--- src/rtl/serial_adder.sv ---
// Digit-serial adder: adds DIGIT bits per clock with a fixed WIDTH/DIGIT-cycle latency.
// The operand-A shift register also collects the partial sum as A's bits are consumed.

module serial_adder #(
  parameter int WIDTH = 8,
  parameter int DIGIT = 1
) (
  input  logic             clk,
  input  logic             rst,
  input  logic             start,
  input  logic [WIDTH-1:0] A,
  input  logic [WIDTH-1:0] B,
  input  logic             Cin,
  output logic             busy,
  output logic             done,
  output logic [WIDTH-1:0] S,
  output logic             Cout,
  output logic             Ovf
);

  localparam int N     = WIDTH / DIGIT;
  localparam int CNT_W = (N > 1) ? $clog2(N) : 1;
  localparam logic [CNT_W-1:0] LAST = CNT_W'(N - 1);

  typedef enum logic [1:0] {IDLE, RUN, DONE} state_t;

  state_t           state_q, state_d;
  logic [WIDTH-1:0] accA_q, accA_d;
  logic [WIDTH-1:0] opB_q, opB_d;
  logic [WIDTH-1:0] sum_q, sum_d;
  logic [CNT_W-1:0] cnt_q, cnt_d;
  logic             carry_q, carry_d;
  logic             cout_q, cout_d;
  logic             ovf_q, ovf_d;

  logic [DIGIT-1:0] digitSum;
  logic             digitCarry;
  logic             topCarryIn;
  logic [WIDTH-1:0] accShifted;

  // Ripple across one digit; topCarryIn is the carry entering the digit's top bit,
  // which on the final digit is the carry into the MSB used for overflow.
  always_comb begin
    digitSum   = '0;
    digitCarry = carry_q;
    topCarryIn = carry_q;
    for (int i = 0; i < DIGIT; i++) begin
      topCarryIn  = digitCarry;
      digitSum[i] = accA_q[i] ^ opB_q[i] ^ digitCarry;
      digitCarry  = (accA_q[i] & opB_q[i]) | (digitCarry & (accA_q[i] ^ opB_q[i]));
    end
  end

  generate
    if (DIGIT == WIDTH) begin : gFullDigit
      assign accShifted = digitSum;
    end else begin : gPartDigit
      assign accShifted = {digitSum, accA_q[WIDTH-1:DIGIT]};
    end
  endgenerate

  always_comb begin
    state_d = state_q;
    accA_d  = accA_q;
    opB_d   = opB_q;
    sum_d   = sum_q;
    cnt_d   = cnt_q;
    carry_d = carry_q;
    cout_d  = cout_q;
    ovf_d   = ovf_q;
    case (state_q)
      IDLE, DONE: begin
        if (start) begin
          accA_d  = A;
          opB_d   = B;
          carry_d = Cin;
          cnt_d   = '0;
          state_d = RUN;
        end else begin
          state_d = IDLE;
        end
      end
      RUN: begin
        accA_d  = accShifted;
        opB_d   = opB_q >> DIGIT;
        carry_d = digitCarry;
        cnt_d   = cnt_q + CNT_W'(1);
        if (cnt_q == LAST) begin
          sum_d   = accShifted;
          cout_d  = digitCarry;
          ovf_d   = topCarryIn ^ digitCarry;
          state_d = DONE;
        end
      end
      default: state_d = IDLE;
    endcase
  end

  always_ff @(posedge clk) begin
    if (rst) begin
      state_q <= IDLE;
      accA_q  <= '0;
      opB_q   <= '0;
      sum_q   <= '0;
      cnt_q   <= '0;
      carry_q <= 1'b0;
      cout_q  <= 1'b0;
      ovf_q   <= 1'b0;
    end else begin
      state_q <= state_d;
      accA_q  <= accA_d;
      opB_q   <= opB_d;
      sum_q   <= sum_d;
      cnt_q   <= cnt_d;
      carry_q <= carry_d;
      cout_q  <= cout_d;
      ovf_q   <= ovf_d;
    end
  end

  assign busy = (state_q == RUN);
  assign done = (state_q == DONE);
  assign S    = sum_q;
  assign Cout = cout_q;
  assign Ovf  = ovf_q;

endmodule

--- config.mk ---
export PLATFORM = sky130hd
export DESIGN_NAME = serial_adder
export DESIGN_NICKNAME = d
export VERILOG_FILES = /design/src/rtl/serial_adder.sv
export SDC_FILE = /design/constraint.sdc
export NUM_CORES = 1
export LEC_CHECK = 0
export CAP_MARGIN = 30
export CORE_ASPECT_RATIO = 0.75
export CORE_MARGIN = 5
export CORE_UTILIZATION = 52
export DETAILED_ROUTE_END_ITERATION = 10
export PLACE_DENSITY = 0.83
export SYNTH_ARGS = -nofsm -noshare
export SYNTH_HDL_FRONTEND = slang
export SYNTH_SLANG_ARGS = --single-unit
--- constraint.sdc ---
create_clock -name clk -period 2.2 [get_ports clk]
set_clock_uncertainty 0.05 [all_clocks]
set_input_delay 0.22 -clock clk [delete_from_list [all_inputs] [get_ports clk]]
set_output_delay 0.22 -clock clk [all_outputs]
set_load 0.005 [all_outputs]
==> results.ini <==
[placement]
dpl_cell_area_um2=1640
io_buffers=31
dp_hpwl_um=2070
place_congestion=0.747
place_inst=201

[synthesis]
synth_area_leader_cell=dfxtp_1
synthArstFlopShare=0
synth_top_area_frac=0.480
syn_nets=167
synth-edff-count=0
yosys.cell_count.top_type=dfxtp_1
netlist_top_cells_count=dfxtp_1 (32), nand2_1 (20), nor2_1 (19)
syn_area_per_cell_um2=9.26
synth_area_leaders=dfxtp_1 (48%), mux2i_1 (12%), a211oi_1 (9.6%)
synthFlopType=dfxtp_1
postSynthCellCount=144
ys_types=20
netlist_area_um2=1330
ys_seq_area_frac=0.480
synth_seq_cells=32
ys.warnings.count=0

[setup_path]
crit_type=reg -> out
path_cells=nand2b_1, inv_1, clkdlybuf4s50_1
r2r_end=accA_q[1]
worst-r2r-setup-slack_ps=640
reg2reg_from=state_q[0]
cpPeakStageDelay_ps=520
crit_path_end_kind=output port
startpoint_type=register
crit_slowest_cell=clkdlybuf4s50_1
reg2reg_depth=3
path_max_fanout=6
crit_arrival_ps=1460
cp.required_ps=1930

[clock_tree]
path_clk_slew_ps=90
cts_buffer_depth=2
cts.sinks=32
postCtsHoldBufs=0
clock-root-buffer=clkbuf_4
cts-resized-gates=0
htreeDepth=2
cts_buffers=5
post_cts_buffers=0
cts_tree=done
insertion_delay_ps=330

[worst_hold_path]
min_path_cells=2
hold_path.class=reg -> reg
min-delay-start=S[6]
whs_endpoint=S[6]

[grt]
grt_pass1_vias=1072
grt_use_total=0.176
grt_remaining_overflow=0
grt_pass1_wl_um=4690
grt_max_degree=38
antenna_found_initial=0

[power]
peakVddDrop_uv=428
power_density_nw_per_um2=678
p_leak_nw=0.690

[drt]
viasPerCell=5.15
vias=1076
drt_pass1_iterations=4
ant_nets=0
totalWireLength_um=2850
dr.first_iter.drc_count=84
drc_errors=0
wl_per_cell_um=13.6

[job]
drv_cap=0

[finish]
utilization=0.715
fillCellCount=188
insertedDiodeCount=0
fin_area_um2=1710
nets=197
area_growth_syn_to_layout_pct=27.9
finalNonFillerCells=209
drive_gt1_frac=0.0629

[floorplan]
core_um2=2380
num_rows=15
fp.dieW_um=68.5
start_util=0.560
die_y_um=53.9
ioPinCount=32
dieArea_um2=3690

[timing]
final_hold_viol_count=0
slew_violations=0
fin_crit_sh=0.786
worst_pin_slew_ps=620
min_period_ps=1730
relSlewSlack=0.587
tns_ps=0
finalSetupViolCount=0
fmax_mhz=579
rsz0062_at_grt=no

[run_status]
status=finished clean

-- logic make-up (layout without fill, tap and decap cells) --
| group | after synthesis | count (layout) | share of synthesized area |
|---|---|---|---|
| adders and majority gates | 3 | 3 | 0.0338 |
| buffers and inverters | 11 | 42 | 0.0460 |
| DFF | 32 | 32 | 0.480 |
| xor gates and xnor gates | 1 | 1 | 0.00657 |
| muxes | 16 | 16 | 0.120 |
| and+or+nand+nor | 50 | 50 | 0.163 |
| AOI/OAI and AO/OA | 31 | 31 | 0.150 |
-- worst max-delay path: cells and delay by family (launching register included) --
family	cells	cell delay [ps]
buffers and inverters	2	630
and+or+nand+nor	1	90
DFF	1	420
-- area by class of cell --
class	count	area (µm²)	share of cell area
Sequential cell	32	641	0.376
Inverter	1	3.75	0.00220
Multi-Input combinational cell	101	632	0.371
Timing Repair Buffer	33	325	0.191
Clock buffer	6	51.3	0.0301
Clock inverter	2	10.0	0.00587
Tap cell	34	42.5	0.0249
-- worst max path at each step --
stage,start,end,slack [ps],cells after the start
5_1_grt,state_q[0],busy,390,3
2_1_floorplan,cnt_q[0],Ovf,880,5
4_1_cts,state_q[0],busy,460,3
6_report,state_q[0],busy,470,3
3_5_place_dp,start,carry_q,470,4
3_3_place_gp,start,opB_q[0],530,4
-- registers in the layout, indices dropped and copies added (netlist names) --
signal,cells
Ovf,1
accA_q,8
S,8
state_q,2
Cout,1
opB_q,8
cnt_q,3
carry_q,1
-- report_power, final --
group	total (mW)	leakage, nW	internal [mW]	switching [mW]
clock network	0.350	0.0380	0.152	0.198
logic	0.166	0.390	0.0878	0.0777
registers	0.641	0.262	0.614	0.0261
-- metal layers --
layer,share of wire,GRT usage,wire [µm]
met5,0,0,0
met4,0.020,0.0792,57
met3,0.050,0.0605,142
met2,0.48,0.306,1380
met1,0.45,0.193,1270
-- cells in the final DEF, fill, tap and decap left out --
cell type / Yosys / final
a211oi_1: 17 / 17
a21oi_1: 13 / 13
and3b_1: 1 / 1
buf_4: 0 / 2
clkbuf_4: 0 / 5
clkbuf_8: 0 / 1
clkdlybuf4s50_1: 0 / 31
clkinv_2: 0 / 2
dfxtp_1: 32 / 32
fa_1: 1 / 1
ha_1: 2 / 2
inv_1: 1 / 1
mux2i_1: 16 / 16
nand2_1: 20 / 20
nand2b_1: 2 / 2
nand2b_2: 1 / 1
nand3_1: 4 / 4
nand3b_1: 2 / 2
nor2_1: 19 / 19
nor2b_1: 1 / 1
o21a_1: 1 / 1
xnor2_1: 1 / 1
-- per-stage QoR --
step	total power, mW	hold WS [ps]	worst slack [ps]
after CTS	1.16	413	464
after global routing	1.22	426	389
after global placement	0.811	393	534
after floorplan	0.761	243	879
final	1.16	412	472
after detailed placement	0.820	399	467
No activity file was read; power rests on OpenSTA's default activity.
